File: src/rtl/apb_req_arbiter.sv
// Two-requester APB master: round-robin arbitration in front of a single
// SETUP/ACCESS sequencer with a bounded wait for pready.
module apb_req_arbiter #(
   parameter int TIMEOUT = 16
) (
   input  logic        pclk,
   input  logic        presetn,
   input  logic [1:0]  req_valid,
   input  logic [1:0]  req_write,
   input  logic [31:0] req_addr0,
   input  logic [31:0] req_addr1,
   input  logic [7:0]  req_wdata0,
   input  logic [7:0]  req_wdata1,
   output logic [1:0]  req_ack,
   output logic [1:0]  req_done,
   output logic [7:0]  rsp_rdata,
   output logic        rsp_err,
   output logic [31:0] paddr,
   output logic [7:0]  pwdata,
   output logic        pwrite,
   output logic        psel,
   output logic        penable,
   input  logic [7:0]  prdata,
   input  logic        pready,
   input  logic        pslverr
);

   localparam int CW = (TIMEOUT < 2) ? 1 : $clog2(TIMEOUT);
   localparam logic [CW-1:0] WAIT_LAST = CW'(TIMEOUT - 1);

   typedef enum logic [1:0] {IDLE, SETUP, ACCESS} state_t;

   state_t          state_reg;
   logic            ptr_reg;
   logic            gnt_reg;
   logic [CW-1:0]   wait_reg;
   logic            grant_next;
   logic [1:0]      gnt_onehot;

   // With both requesters pending the pointer decides; otherwise the lone one wins.
   always_comb begin
      grant_next = 1'b0;
      if (req_valid == 2'b11)
         grant_next = ptr_reg;
      else
         grant_next = req_valid[1];
   end

   assign gnt_onehot = gnt_reg ? 2'b10 : 2'b01;

   always_ff @(posedge pclk or negedge presetn) begin
      if (!presetn) begin
         state_reg <= IDLE;
         ptr_reg   <= 1'b0;
         gnt_reg   <= 1'b0;
         wait_reg  <= '0;
         psel      <= 1'b0;
         penable   <= 1'b0;
         pwrite    <= 1'b0;
         paddr     <= '0;
         pwdata    <= '0;
         req_ack   <= '0;
         req_done  <= '0;
         rsp_rdata <= '0;
         rsp_err   <= 1'b0;
      end else begin
         req_ack   <= '0;
         req_done  <= '0;
         rsp_rdata <= '0;
         rsp_err   <= 1'b0;
         case (state_reg)
            IDLE: begin
               psel    <= 1'b0;
               penable <= 1'b0;
               if (|req_valid) begin
                  gnt_reg   <= grant_next;
                  ptr_reg   <= ~grant_next;
                  req_ack   <= grant_next ? 2'b10 : 2'b01;
                  pwrite    <= req_write[grant_next];
                  paddr     <= grant_next ? req_addr1 : req_addr0;
                  pwdata    <= grant_next ? req_wdata1 : req_wdata0;
                  psel      <= 1'b1;
                  wait_reg  <= '0;
                  state_reg <= SETUP;
               end
            end
            SETUP: begin
               penable   <= 1'b1;
               state_reg <= ACCESS;
            end
            ACCESS: begin
               // pready is tested first so it beats a coincident timeout.
               if (pready) begin
                  psel      <= 1'b0;
                  penable   <= 1'b0;
                  req_done  <= gnt_onehot;
                  rsp_err   <= pslverr;
                  rsp_rdata <= pwrite ? 8'h00 : prdata;
                  state_reg <= IDLE;
               end else if (wait_reg == WAIT_LAST) begin
                  psel      <= 1'b0;
                  penable   <= 1'b0;
                  req_done  <= gnt_onehot;
                  rsp_err   <= 1'b1;
                  state_reg <= IDLE;
               end else begin
                  wait_reg <= wait_reg + CW'(1);
               end
            end
            default: begin
               psel      <= 1'b0;
               penable   <= 1'b0;
               state_reg <= IDLE;
            end
         endcase
      end
   end

endmodule

File: config.mk
export PLATFORM = sky130hd
export DESIGN_NAME = apb_req_arbiter
export DESIGN_NICKNAME = d
export VERILOG_FILES = /design/src/rtl/apb_req_arbiter.sv
export SDC_FILE = /design/constraint.sdc
export NUM_CORES = 1
export LEC_CHECK = 0
export ABC_AREA = 0
export BUFFER_PORTS_ARGS = -buffer_cell sky130_fd_sc_hd__clkbuf_2
export CAP_MARGIN = 20
export CORE_UTILIZATION = 47
export CTS_BUF_LIST = sky130_fd_sc_hd__clkbuf_4 sky130_fd_sc_hd__clkbuf_8
export CTS_CLUSTER_DIAMETER = 150
export CTS_CLUSTER_SIZE = 24
export DETAILED_ROUTE_END_ITERATION = 7
export PLACE_DENSITY_LB_ADDON = 0.08
export SLEW_MARGIN = 20
export SYNTH_ARGS = -nofsm -noshare
export SYNTH_HDL_FRONTEND = slang
export SYNTH_SLANG_ARGS = --single-unit
File: constraint.sdc
create_clock -name pclk -period 1.7 [get_ports pclk]
set_input_delay 0.34 -clock pclk [delete_from_list [all_inputs] [get_ports pclk]]
set_output_delay 0.34 -clock pclk [all_outputs]
set_load 0.02 [all_outputs]
==> impl_results.md <==
- Max Cap Viol: 0
- Core Util, Final: between 60 and 70%
- CTS Buf Count: 9
- Synth Area in Compound Gates: between 30% and 40%
- Final Non-Filler Cells: 517
- Fin worst setup slack: slightly below 200 ps
- Worst hold path type: in2reg
- Row cnt: 29
- DR top layer: met4
- Die ar.: just under 7000 um2
- CTS sink count: 64
- Yosys warns: 0
- Outcome: finished, final reports clean
- Pre-CTS setup slack: 151 ps
- Leak: 2.00 nW
- Worst vdd ir: slightly below 1000 uV
- Fmax: around 660 MHz
- Cell count after placement: approximately 500
- Worst Path Required: approximately 1900 ps
- Skew final: between 7 and 8 ps
- Ratio of final minimum period to clock period: 88.5%
- Reg clk slew, reported paths: roughly 60 ps
- Die Span Y: 82.8 um
- Async set-reset flop share out of synthesis: between 90% and 100%
- GP Congestion: around 0.82
- CTS tree: built
- RSZ-0062 raised after global routing: false
- Startpoint class of the critical path: flip-flop
- Post-Route WL: around 8500 um
- Number of global-route vias before repair: between 2000 and 3000
- Mapped Cells: approximately 290
- Total global-route track usage: 25.1%
- Syn Area/Cell: 10.7 um2
- Routed len/inst: around 16 um
- DR pass1 iterations: 4
- Count of antenna diodes in the layout: 0
- Mapped cell area: ~3100 um2
- P per Cell Area: roughly 1800 nW/um2
- DP Area: approximately 4000 um2
- Count of cell types in the netlist: 40
- Leading cell type in the layout, fill and taps excluded: clkbuf_2
- Post-Syn Nets: roughly 380
- Final setup fails: 0
- Max reg flops: 32
- Initial antenna violation count: 0
- Largest net degree at the start of global routing: 39
- Top FF cell, synth: dfrtp_1
- Routed met1 length: around 3800 um
- DP HPWL: ~5800 um
- Pins Over Slew Limit: 0
- Max H-tree Level: 3
- Final hold vios: 0
- Critical Path AT: ~1700 ps
- XOR/XNOR share of the synthesized area: 0%
- Top Registers: paddr: 32 flops, pwdata: 8 flops, rsp_rdata: 8 flops
- Met2 wire len: 3880 um
- Global-route wire length before repair: roughly 14000 um
- Element type at the critical path end: flip-flop
- Register bit total from synthesis: 64
- Sequential share of the synthesized area: a little over half
- CP Max Fanout: 31
- Total number of vias: ~3000
- Met3 WL post-DR: around 580 um
- Simple-gate area share of the yosys netlist: between 6 and 7%
- Largest family of logic cells by synthesized area: compound AO/OA/AOI/OAI gates
- Total Power: approximately 7.3 mW
- Crit Path Category: reg2reg
- Layout Area Growth over Synthesis: 34.3%
- Worst-margin pin slew: around 580 ps
- GRT overflow: 0
- DR vias/cell: around 5.7
- Clk buf depth: 2
- Fin nets: 533
- Io pins: around 150
- Minimum clock period after layout: 1500 ps
- First-iteration detailed-routing DRC count: approximately 160
- IO Port Bufs: around 150
- Worst-Skew Late Latency: 330 ps
- Postcts setup bufs: 0
- Die Wd: 82.8 um
- Clock root buffer master: clkbuf_8
- Core Box Area: 6310 um2
- Number of enable flip-flop cells after synthesis: 0
- Fin area: slightly above 4000 um2
- Detail Route Antenna Nets: 0
- Commonest cells after routing, fill and taps aside: 150 x clkbuf_2, 64 x dfrtp_1, 30 x a31oi_1, 30 x a21oi_1, 30 x o21ai_0
- Max_slew headroom: between 60 and 70%
- Share of layout cells above drive strength 1: 43.9%
- Adder-cell share of the synthesized area: 0.408%
- Hold Worst Slack: approximately 210 ps
- Setup TNS: 0 ps
- Remaining DRCs: 0
- Biggest register: paddr
- Initial Util: around half
- Post-synthesis mux area share: 0.326%
[layout make-up]
class / instances / area (um2)
inverter: 5 / 18.8
multi-input combinational: 187 / 1250
timing repair buffer: 169 / 931
clock inverter: 3 / 65.1
fill: 520 / 2190
sequential: 64 / 1600
tap: 77 / 96.3
clock buffer: 12 / 159
[cells in the mapped netlist, types with 3 or more instances]
| library cell | instances | area share [%] |
|---|---|---|
| and2_1 | 8 | 1.6 |
| buf_6 | 9 | 3.3 |
| inv_1 | 3 | 0.37 |
| o211ai_1 | 29 | 7.1 |
| a21oi_1 | 30 | 4.9 |
| a21o_1 | 3 | 0.73 |
| o21ai_0 | 30 | 4.9 |
| dfrtp_1 | 64 | 52 |
| buf_2 | 9 | 1.5 |
| clkbuf_1 | 11 | 1.3 |
| a221o_1 | 12 | 3.9 |
| nor2_1 | 3 | 0.37 |
| a21boi_1 | 11 | 2.7 |
| nand3_1 | 3 | 0.49 |
| a31oi_1 | 30 | 6.1 |
[critical path, cell delays in order (launching register included)]
cell,delay [ps]
dfrtp_1,440
nor2_4,200
nand2_4,80
inv_2,430
a31oi_1,180
[power by group]
part           switching, mW  internal (mW)
Clock                  0.548          0.912
Sequential             0.394           2.15
Combinational           2.10           1.23
[what timing repair did]
action,in CTS,in global routing
hold buffers,1,0
gates resized for setup,0,0
hold endpoints to repair,1,0
[path summary, 6_finish.rpt]
check,start,to,slack (ps),depth (start not counted)
setup reg to reg,state_reg[1],pwdata[1],200,4
max in group asynchronous,presetn,paddr[18],910,3
hold / removal,prdata[1],rsp_rdata[1],210,2
hold reg to reg,gnt_reg,req_done[0],480,1
min in group asynchronous,presetn,paddr[25],360,2
setup / recovery,state_reg[1],pwdata[1],200,4
[logic make-up after synthesis]
family | after synthesis
multiplexers | 1
flip-flops | 64
AND/OR/NAND/NOR | 30
buffers and inverters | 36
adder cells (fa/ha/maj) | 1
AO/OA/AOI/OAI | 155
[per-layer routing]
| layer | vias to the layer above | GRT usage [%] |
|---|---|---|
| li1 | 1396 | - |
| met1 | 1389 | 35.1 |
| met2 | 134 | 37.8 |
| met3 | 14 | 5.67 |
| met4 | 0 | 11.0 |
| met5 | - | 0 |
No activity file was read; power rests on OpenSTA's default activity.
